`src/rtl/reorder_buffer.sv`:
```
// Reorder buffer: in-order retirement of out-of-order results.
// 16 entries, 4-bit tags, two CDB write ports, two operand queries.
module reorder_buffer #(
  parameter int DEPTH = 16
) (
  input  logic        clk,
  input  logic        rst,
  input  logic        rdy,
  input  logic        issue_valid,
  input  logic [1:0]  issue_type,
  input  logic [4:0]  issue_rd,
  output logic        rob_full,
  output logic [3:0]  issue_rob_pos,
  input  logic        cdb_rs_valid,
  input  logic [3:0]  cdb_rs_rob_pos,
  input  logic [31:0] cdb_rs_val,
  input  logic        cdb_rs_mispred,
  input  logic [31:0] cdb_rs_target,
  input  logic        cdb_lsb_valid,
  input  logic [3:0]  cdb_lsb_rob_pos,
  input  logic [31:0] cdb_lsb_val,
  input  logic [3:0]  qry1_pos,
  input  logic [3:0]  qry2_pos,
  output logic        qry1_ready,
  output logic        qry2_ready,
  output logic [31:0] qry1_val,
  output logic [31:0] qry2_val,
  output logic        commit_valid,
  output logic [4:0]  commit_rd,
  output logic [31:0] commit_val,
  output logic [3:0]  commit_rob_pos,
  output logic        commit_store,
  output logic        flush,
  output logic [31:0] flush_pc
);

  localparam logic [1:0] T_BR = 2'd1;
  localparam logic [1:0] T_ST = 2'd2;

  typedef struct packed {
    logic        busy;
    logic        ready;
    logic        mispred;
    logic [1:0]  typ;
    logic [4:0]  rd;
    logic [31:0] val;
    logic [31:0] target;
  } ent_t;

  ent_t        ent_q [DEPTH];
  ent_t        ent_d [DEPTH];
  logic [3:0]  head_q, head_d, tail_q, tail_d;
  logic [4:0]  count_q, count_d;
  logic        cv_q, cv_d, cs_q, cs_d, fl_q, fl_d;
  logic [4:0]  crd_q, crd_d;
  logic [31:0] cval_q, cval_d, fpc_q, fpc_d;
  logic [3:0]  cpos_q, cpos_d;
  logic        commit_fire, do_flush, issue_fire;
  ent_t        hd;

  assign rob_full      = (count_q == 5'(DEPTH));
  assign issue_rob_pos = tail_q;
  assign hd            = ent_q[head_q];
  assign commit_fire   = rdy && (count_q != 5'd0) && hd.busy && hd.ready;
  assign do_flush      = commit_fire && (hd.typ == T_BR) && hd.mispred;
  assign issue_fire    = issue_valid && !rob_full && rdy && !do_flush;

  // Next-state: CDB writes, issue, retire and mispredict recovery
  always_comb begin
    for (int i = 0; i < DEPTH; i++) ent_d[i] = ent_q[i];
    head_d  = head_q;
    tail_d  = tail_q;
    count_d = count_q;
    cv_d    = 1'b0;
    cs_d    = 1'b0;
    fl_d    = 1'b0;
    crd_d   = '0;
    cval_d  = '0;
    cpos_d  = '0;
    fpc_d   = '0;
    if (rdy) begin
      if (cdb_lsb_valid && ent_q[cdb_lsb_rob_pos].busy) begin
        ent_d[cdb_lsb_rob_pos].ready = 1'b1;
        ent_d[cdb_lsb_rob_pos].val   = cdb_lsb_val;
      end
      if (cdb_rs_valid && ent_q[cdb_rs_rob_pos].busy) begin
        ent_d[cdb_rs_rob_pos].ready   = 1'b1;
        ent_d[cdb_rs_rob_pos].val     = cdb_rs_val;
        ent_d[cdb_rs_rob_pos].mispred = cdb_rs_mispred;
        ent_d[cdb_rs_rob_pos].target  = cdb_rs_target;
      end
      if (issue_fire) begin
        ent_d[tail_q] = '{busy: 1'b1, ready: 1'b0, mispred: 1'b0,
                          typ: issue_type, rd: issue_rd,
                          val: 32'd0, target: 32'd0};
        tail_d = tail_q + 4'd1;
      end
      if (commit_fire) begin
        ent_d[head_q].busy  = 1'b0;
        ent_d[head_q].ready = 1'b0;
        head_d = head_q + 4'd1;
        cpos_d = head_q;
        crd_d  = hd.rd;
        cval_d = hd.val;
        cs_d   = (hd.typ == T_ST);
        cv_d   = (hd.typ != T_ST) && (hd.rd != 5'd0);
      end
      count_d = count_q + {4'd0, issue_fire} - {4'd0, commit_fire};
      if (do_flush) begin
        fl_d  = 1'b1;
        fpc_d = hd.target;
        for (int i = 0; i < DEPTH; i++) begin
          ent_d[i].busy    = 1'b0;
          ent_d[i].ready   = 1'b0;
          ent_d[i].mispred = 1'b0;
        end
        head_d  = '0;
        tail_d  = '0;
        count_d = '0;
      end
    end
  end

  // State and registered commit/flush pulses
  always_ff @(posedge clk or negedge rst) begin
    if (!rst) begin
      for (int i = 0; i < DEPTH; i++) ent_q[i] <= '0;
      head_q  <= '0;
      tail_q  <= '0;
      count_q <= '0;
      cv_q    <= 1'b0;
      cs_q    <= 1'b0;
      fl_q    <= 1'b0;
      crd_q   <= '0;
      cval_q  <= '0;
      cpos_q  <= '0;
      fpc_q   <= '0;
    end else begin
      for (int i = 0; i < DEPTH; i++) ent_q[i] <= ent_d[i];
      head_q  <= head_d;
      tail_q  <= tail_d;
      count_q <= count_d;
      cv_q    <= cv_d;
      cs_q    <= cs_d;
      fl_q    <= fl_d;
      crd_q   <= crd_d;
      cval_q  <= cval_d;
      cpos_q  <= cpos_d;
      fpc_q   <= fpc_d;
    end
  end

  assign commit_valid   = cv_q;
  assign commit_store   = cs_q;
  assign commit_rd      = crd_q;
  assign commit_val     = cval_q;
  assign commit_rob_pos = cpos_q;
  assign flush          = fl_q;
  assign flush_pc       = fpc_q;

  logic [3:0]  qpos [2];
  logic        qrdy [2];
  logic [31:0] qval [2];

  assign qpos[0] = qry1_pos;
  assign qpos[1] = qry2_pos;

  // Operand lookup with same-cycle CDB bypass, RS ahead of LSB
  always_comb begin
    for (int q = 0; q < 2; q++) begin
      qrdy[q] = 1'b0;
      qval[q] = '0;
      if (ent_q[qpos[q]].ready) begin
        qrdy[q] = 1'b1;
        qval[q] = ent_q[qpos[q]].val;
      end else if (cdb_rs_valid && cdb_rs_rob_pos == qpos[q]) begin
        qrdy[q] = 1'b1;
        qval[q] = cdb_rs_val;
      end else if (cdb_lsb_valid && cdb_lsb_rob_pos == qpos[q]) begin
        qrdy[q] = 1'b1;
        qval[q] = cdb_lsb_val;
      end
    end
  end

  assign qry1_ready = qrdy[0];
  assign qry1_val   = qval[0];
  assign qry2_ready = qrdy[1];
  assign qry2_val   = qval[1];

endmodule

```
`config.mk`:
```
export PLATFORM = sky130hd
export DESIGN_NAME = reorder_buffer
export DESIGN_NICKNAME = d
export VERILOG_FILES = /design/src/rtl/reorder_buffer.sv
export SDC_FILE = /design/constraint.sdc
export NUM_CORES = 2
export LEC_CHECK = 0
export ABC_AREA = 0
export CAP_MARGIN = 20
export CELL_PAD_IN_SITES_DETAIL_PLACEMENT = 0
export CELL_PAD_IN_SITES_GLOBAL_PLACEMENT = 1
export CORE_MARGIN = 1.5
export CORE_UTILIZATION = 35
export CTS_BUF_LIST = sky130_fd_sc_hd__clkbuf_8
export CTS_CLUSTER_SIZE = 40
export DETAILED_ROUTE_END_ITERATION = 6
export PLACE_DENSITY = 0.65
export SLEW_MARGIN = 20
export SYNTH_ARGS = -nofsm -noshare
export SYNTH_HDL_FRONTEND = slang
export SYNTH_SLANG_ARGS = --single-unit
```
`constraint.sdc`:
```
create_clock -name clk -period 4.3 [get_ports clk]
set_input_delay 0.645 -clock clk [delete_from_list [all_inputs] [get_ports clk]]
set_output_delay 0.645 -clock clk [all_outputs]
set_load 0.01 [all_outputs]
```
# Yosys cells after proc, flatten, opt, wreduce, memory -nomap -nowiden
# Index checks and enable logic that the tools add are counted.
dict set report word_totals {
  elab_cells 273
  regBits 1273
  input_bits 126
}
dict set report classes {
  n_reduce_logical 27
  mux 96
  n_eq_ne 8
  n_bitwise 6
  add_sub_neg 4
  magnitude_cmp 10
}
# cell count
set op_table {}
lappend op_table {{$bwmux 1184} 9}
lappend op_table {{$mux 1184} 7}
lappend op_table {{$demux 74 s4} 9}
lappend op_table {{$bmux 74 s4} 5}
lappend op_table {{$mux 74} 8}
lappend op_table {{$mux 73} 7}
lappend op_table {{$mux 32} 11}
lappend op_table {{$mux 64} 2}
lappend op_table {{$mux 72} 1}
lappend op_table {{$mux 3} 16}
lappend op_table {{$ge 5x5->1 const B} 6}
lappend op_table {{$not 4->5} 6}
lappend op_table {{$mux 4} 6}
lappend op_table {{$lt 5x1->1 const B} 4}
lappend op_table {{$logic_and 1x1->1} 19}
lappend op_table {{$eq 4x4->1} 4}
lappend op_table {{$mux 5} 3}
lappend op_table {{$mux 1} 12}
lappend op_table {{$reduce_bool 5->1} 2}
lappend op_table {{$add 4x1->4 const B} 2}
lappend op_table {{$add 5x1->5} 1}
lappend op_table {{$eq 5x5->1 const B} 1}
lappend op_table {{$sub 5x1->5} 1}
lappend op_table {{$reduce_and 2->1} 2}
lappend op_table {{other kinds (5)} 7}

# Longest topological paths before layout
dict set report depth {
  ltp_word 22
  depth_mapped 23
}

# Least setup slack after synthesis
# No wires, ideal clock.
dict set report synth_timing {
  path_kind {reg-to-reg}
  start {register head_q[0]}
  end {register count_q[4]}
  period_less_slack_ps 4015
  path_slack_ps 285
  setup_time_ps 122
  path_stages_with_launch 20
  arrival_time_ps 3893
  path_buffers 2
  path_cell_list {dfrtp_1 buf_6 mux4_1 mux4_2 a311oi_4 nand2_4 clkbuf_1 nand2_1 ha_1 inv_1 ha_1 inv_1 fa_1 inv_1 a21oi_1 nor2_1 nor2_1 xnor2_1 o21ai_0 o2bb2ai_1}
}
dict set report synth_between {
  elab_chain_len 13
  word_cells_on_any_way 14
  cone_classes {add/sub (2); eq/ne (1); mux (4); bitwise (1); reduce/logical (6)}
}
# element line
set synth_lines {}
lappend synth_lines {{start: declaration} 52} ;# logic [3:0] head_q, head_d, tail_q, tail_d;
lappend synth_lines {{start signal: assignment} 128} ;# head_q <= '0;
lappend synth_lines {{start signal: assignment} 140} ;# head_q <= head_d;
lappend synth_lines {{$not 4->5 (not written as such) *} 63} ;# assign hd = ent_q[head_q];
lappend synth_lines {{$bmux 74 s4 *} 63}
lappend synth_lines {{$mux 74 (not written as such) * (2 in series)} 63}
lappend synth_lines {{$logic_and 1x1->1 (2 in series)} 64} ;# assign commit_fire = rdy && (count_q != 5'd0) && hd.busy && hd.ready;
lappend synth_lines {{$logic_and 1x1->1 (2 in series)} 65} ;# assign do_flush = commit_fire && (hd.typ == T_BR) && hd.mispred;
lappend synth_lines {{$logic_not 1->1} 66} ;# assign issue_fire = issue_valid && !rob_full && rdy && !do_flush;
lappend synth_lines {{$logic_and 1x1->1} 66}
lappend synth_lines {{$add 5x1->5} 108} ;# count_d = count_q + {4'd0, issue_fire} - {4'd0, commit_fire};
lappend synth_lines {{$sub 5x1->5} 108}
lappend synth_lines {{$mux 5 *} 109} ;# if (do_flush) begin
lappend synth_lines {{end signal: assignment} 142} ;# count_q <= count_d;
lappend synth_lines {{end: declaration} 53} ;# logic [4:0] count_q, count_d;
# Mark *: on every way between the ends. The rest lies on a longest branch, timed or not. The select of a mux whose other input is x is not followed.
# A chain may end at the register's enable or synchronous reset.

# Final worst setup path
dict set report layout_timing {
  start {register ent_q[664] (netlist name)}
  end {output qry2_val[0]}
}
dict set report layout_between {
  elab_chain_len 4
}
# element line
set layout_lines {}
lappend layout_lines {{$bmux 74 s4} 173} ;# if (ent_q[qpos[q]].ready) begin
lappend layout_lines {{$mux 73 (2 in series)} n/a}
lappend layout_lines {{$mux 32} 173}
lappend layout_lines {{end: declaration} 27} ;# output logic [31:0] qry2_val,
# Every way passes these cells. The select of a mux whose other input is x is not followed.

==> qor.txt <==
FF-to-FF Start - head_q[0]
most frequent cell after synthesis - dfrtp_1
clock tree buffer depth - 3
leading area contributor after synthesis - dfrtp_1
initial core utilization - 0.353
area grow syn2layout - 17.3%
fin area - 0.0914 sq mm
Final WS setup - 47.1 ps
Hold Fails Final Rpt - 0
routed length per instance - 32.7 um
fin crit period - 4250 ps
Netlist Area Pre-Place - 0.0779 sq mm
post-synth cell types - 64
Hold WC Path Type - input pin to asynchronous set/reset pin
relative slew slack - 0.162
final wirelength - 325 mm
asr flop ratio synth - 1.00
Remaining Overflow, GRT - 0
Post-Place Cell Area - 0.0857 sq mm
Max Cap Viol - 0
Syn Nets - 6859
CTS tree - done
Yosys warnings - 0
Pleak - 39.2 nW
I/O Pins - 273
routed via count - 64200
Antenna Nets Post-Route - 0
synthesized flop and latch total - 1273
crit path kind - flip-flop to output pin
crit path buf inv count - 4
Final Core Density - 0.415
FP Rows - 172
total CTS buffers - 230
capture point of the worst reg-to-reg path - count_q[4]
Final setup viols - 0
initial antenna violation count - 35
ys flop type - dfrtp_1
routability-driven placement congestion ratio - 0.876
die width - 475 um
vias in the first global route - 63400
worst-path cell chain - mux4_2, mux4_4, buf_12, buf_16, nand2_1, o21ai_0, buf_4, buf_2
clk sinks - 1273
# DRC - 0
period utilisation layout - 0.989
Setup Slack @ Placement - -32.9 ps
Worst path max stage delay - 770 ps
Vias/cell - 6.46
IO buf count - 272
Data arrival, critical path - 3610 ps
Worst Reg-to-Reg Cells - 19
Post-synth EDFFs - 0
maximum clock rate - 235 MHz
Clock Skews - 133 ps
global-route wire length before repair - 467 mm
r2r setup slk - 300 ps
Syn Area/Cell - 11.6 sq um
largest net degree at the start of global routing - 257
core area - 0.220 sq mm
RSZ-0062 raised after global routing - no
H-tree depth reported by CTS - 4
layout cells sized above 1 - 0.265
Die Y - 475 um
cell count after synthesis - 6718
Root Buffer - clkbuf_8
top cell type's share of synthesized area - 0.409
Overall Power - 44.9 mW
Slowest-stage cell, CP - mux4_4
Hold Slack - 156 ps
critical path's top delay family - multiplexers
sequential element share of the synthesized area - 0.409
status - completed
Setup crit end kind - output pin
setup TNS - 0 ps
DIE AREA - 0.225 sq mm
post-route insts no fill - 9940
Commonest cells post-synth - dfrtp_1, o211ai_1, mux4_2
Final Slew Violations - 0
HPWL after DPL - 195 mm
1st-iter DRT viols - 7466
ranking of synthesized cells by area - dfrtp_1, mux4_2, o211ai_1, o2bb2ai_1, o22ai_1
CP Data Required Time - 3650 ps
Tot GR Track Use - 0.285
PwrDens - 492 mW/mm^2
Layout Nets - 6911
later-pin clock latency in the skew report - 1080 ps
Peak VDD IR - 0.000366 V
Pre-antenna DRT Iters - 6
Critical Path Source Type - flip-flop
CP max FO - 8
Slew @ Worst Pin - 1260 ps
Placed Instances - 9473
Clock Pin Slew Worst Setup and Hold Paths - 60 ps
==> sequential cells by signal (all words and copies together) (netlist names), 4 cells and up, named ones only <==
signal          count
count_q             5
commit_rob_pos      4
issue_rob_pos       4
commit_val         32
flush_pc           32
commit_rd           5
ent_q            1072
head_q              4
==> final cells by class <==
| type | instances | area, sq um |
|---|---|---|
| clock buffers | 290 | 3990 |
| clock inverters | 135 | 1130 |
| flip-flops and latches | 1273 | 31900 |
| diodes | 19 | 47.5 |
| multi-input cells | 4056 | 40700 |
| inverters | 529 | 2000 |
| fillers | 20600 | 129000 |
| well taps | 2958 | 3700 |
| repair buffers | 680 | 7890 |
==> report_power, final <==
group / switching (mW) / internal, mW
Combinational: 6.79 / 7.64
Clock: 5.92 / 6.89
Sequential: 2.71 / 15.0
Total: 15.4 / 29.5
==> repair_timing <==
item | CTS | global route
hold buffers | 1 | 0
pin swaps | 3 | 1
setup endpoints to repair | 66 | 14
setup buffers | 15 | 2
endpoints found under the hold margin | 172 | 0
gates cloned | 7 | 0
gates resized for setup | 256 | 7
==> how the worst max path moves through the flow <==
stage | startpoint | to | slack [ps] | cells after the start
3_5_place_dp | cdb_lsb_rob_pos[2] | qry1_val[10] | -30 | 10
3_3_place_gp | cdb_rs_rob_pos[0] | qry2_val[10] | -60 | 9
5_1_grt | ent_q[664] | qry1_val[3] | 4 | 8
2_1_floorplan | head_q[0] | count_q[4] | 290 | 19
4_1_cts | ent_q[664] | qry2_val[28] | -40 | 7
6_report | ent_q[664] | qry2_val[0] | 50 | 8
==> logic make-up after synthesis <==
| kind of cell | count (synthesis) | share of synthesized area |
|---|---|---|
| fa+ha+maj | 15 | 0.00251 |
| flops | 1273 | 0.409 |
| compound gates | 2027 | 0.205 |
| buf+inv | 1389 | 0.0755 |
| simple gates | 886 | 0.0479 |
| mux | 1105 | 0.257 |
| xor+xnor | 23 | 0.00259 |
==> metal layers <==
| layer | up-vias | share of wire | GRT usage |
|---|---|---|---|
| met5 | - | 0.00031 | 0 |
| met2 | 3869 | 0.45 | 0.429 |
| met3 | 864 | 0.10 | 0.0671 |
| met1 | 33500 | 0.40 | 0.389 |
| li1 | 26000 | - | - |
| met4 | 16 | 0.050 | 0.131 |
==> worst reg2reg max path, cell delays in order (launching register included) <==
cell	delay, ps
dfrtp_4	590
buf_4	310
mux4_1	590
a22oi_1	200
and3_1	280
a311oi_4	80
nand2_4	80
nand2_1	60
ha_1	300
inv_1	60
ha_1	160
inv_1	60
fa_1	420
inv_1	70
a21oi_1	60
nor2_1	100
nor2_1	70
xnor2_1	180
o21ai_0	120
o2bb2ai_1	190
==> layout by cell type (no fill, tap or decap), types with 10 or more instances in the layout <==
cell type,netlist,layout
dfrtp_1,1273,1268
o211ai_1,737,737
mux4_2,694,692
nand2_1,657,620
inv_1,527,595
o22ai_1,513,513
o2bb2ai_1,439,439
clkbuf_8,1,292
mux2i_1,289,289
buf_4,8,242
clkdlybuf4s50_1,0,196
buf_12,1,160
mux2_2,112,112
o2bb2ai_2,90,90
a22oi_1,67,67
nor2_1,61,59
and3_1,41,41
o21ai_0,72,41
and2_1,48,41
clkinv_2,1,38
o21ai_4,15,35
nand3_1,33,28
nand2_4,1,25
buf_2,101,23
dlygate4sd2_1,0,20
diode_2,0,19
o21ai_1,4,19
a21oi_4,15,16
xor2_1,15,15
ha_1,14,14
a21oi_1,12,12
o31ai_1,12,12
bufinv_16,0,12
nand2_2,0,11
nor3_1,10,10
mux4_1,10,10
clkdlybuf4s15_1,0,10
(Power assumes the default switching activity.)
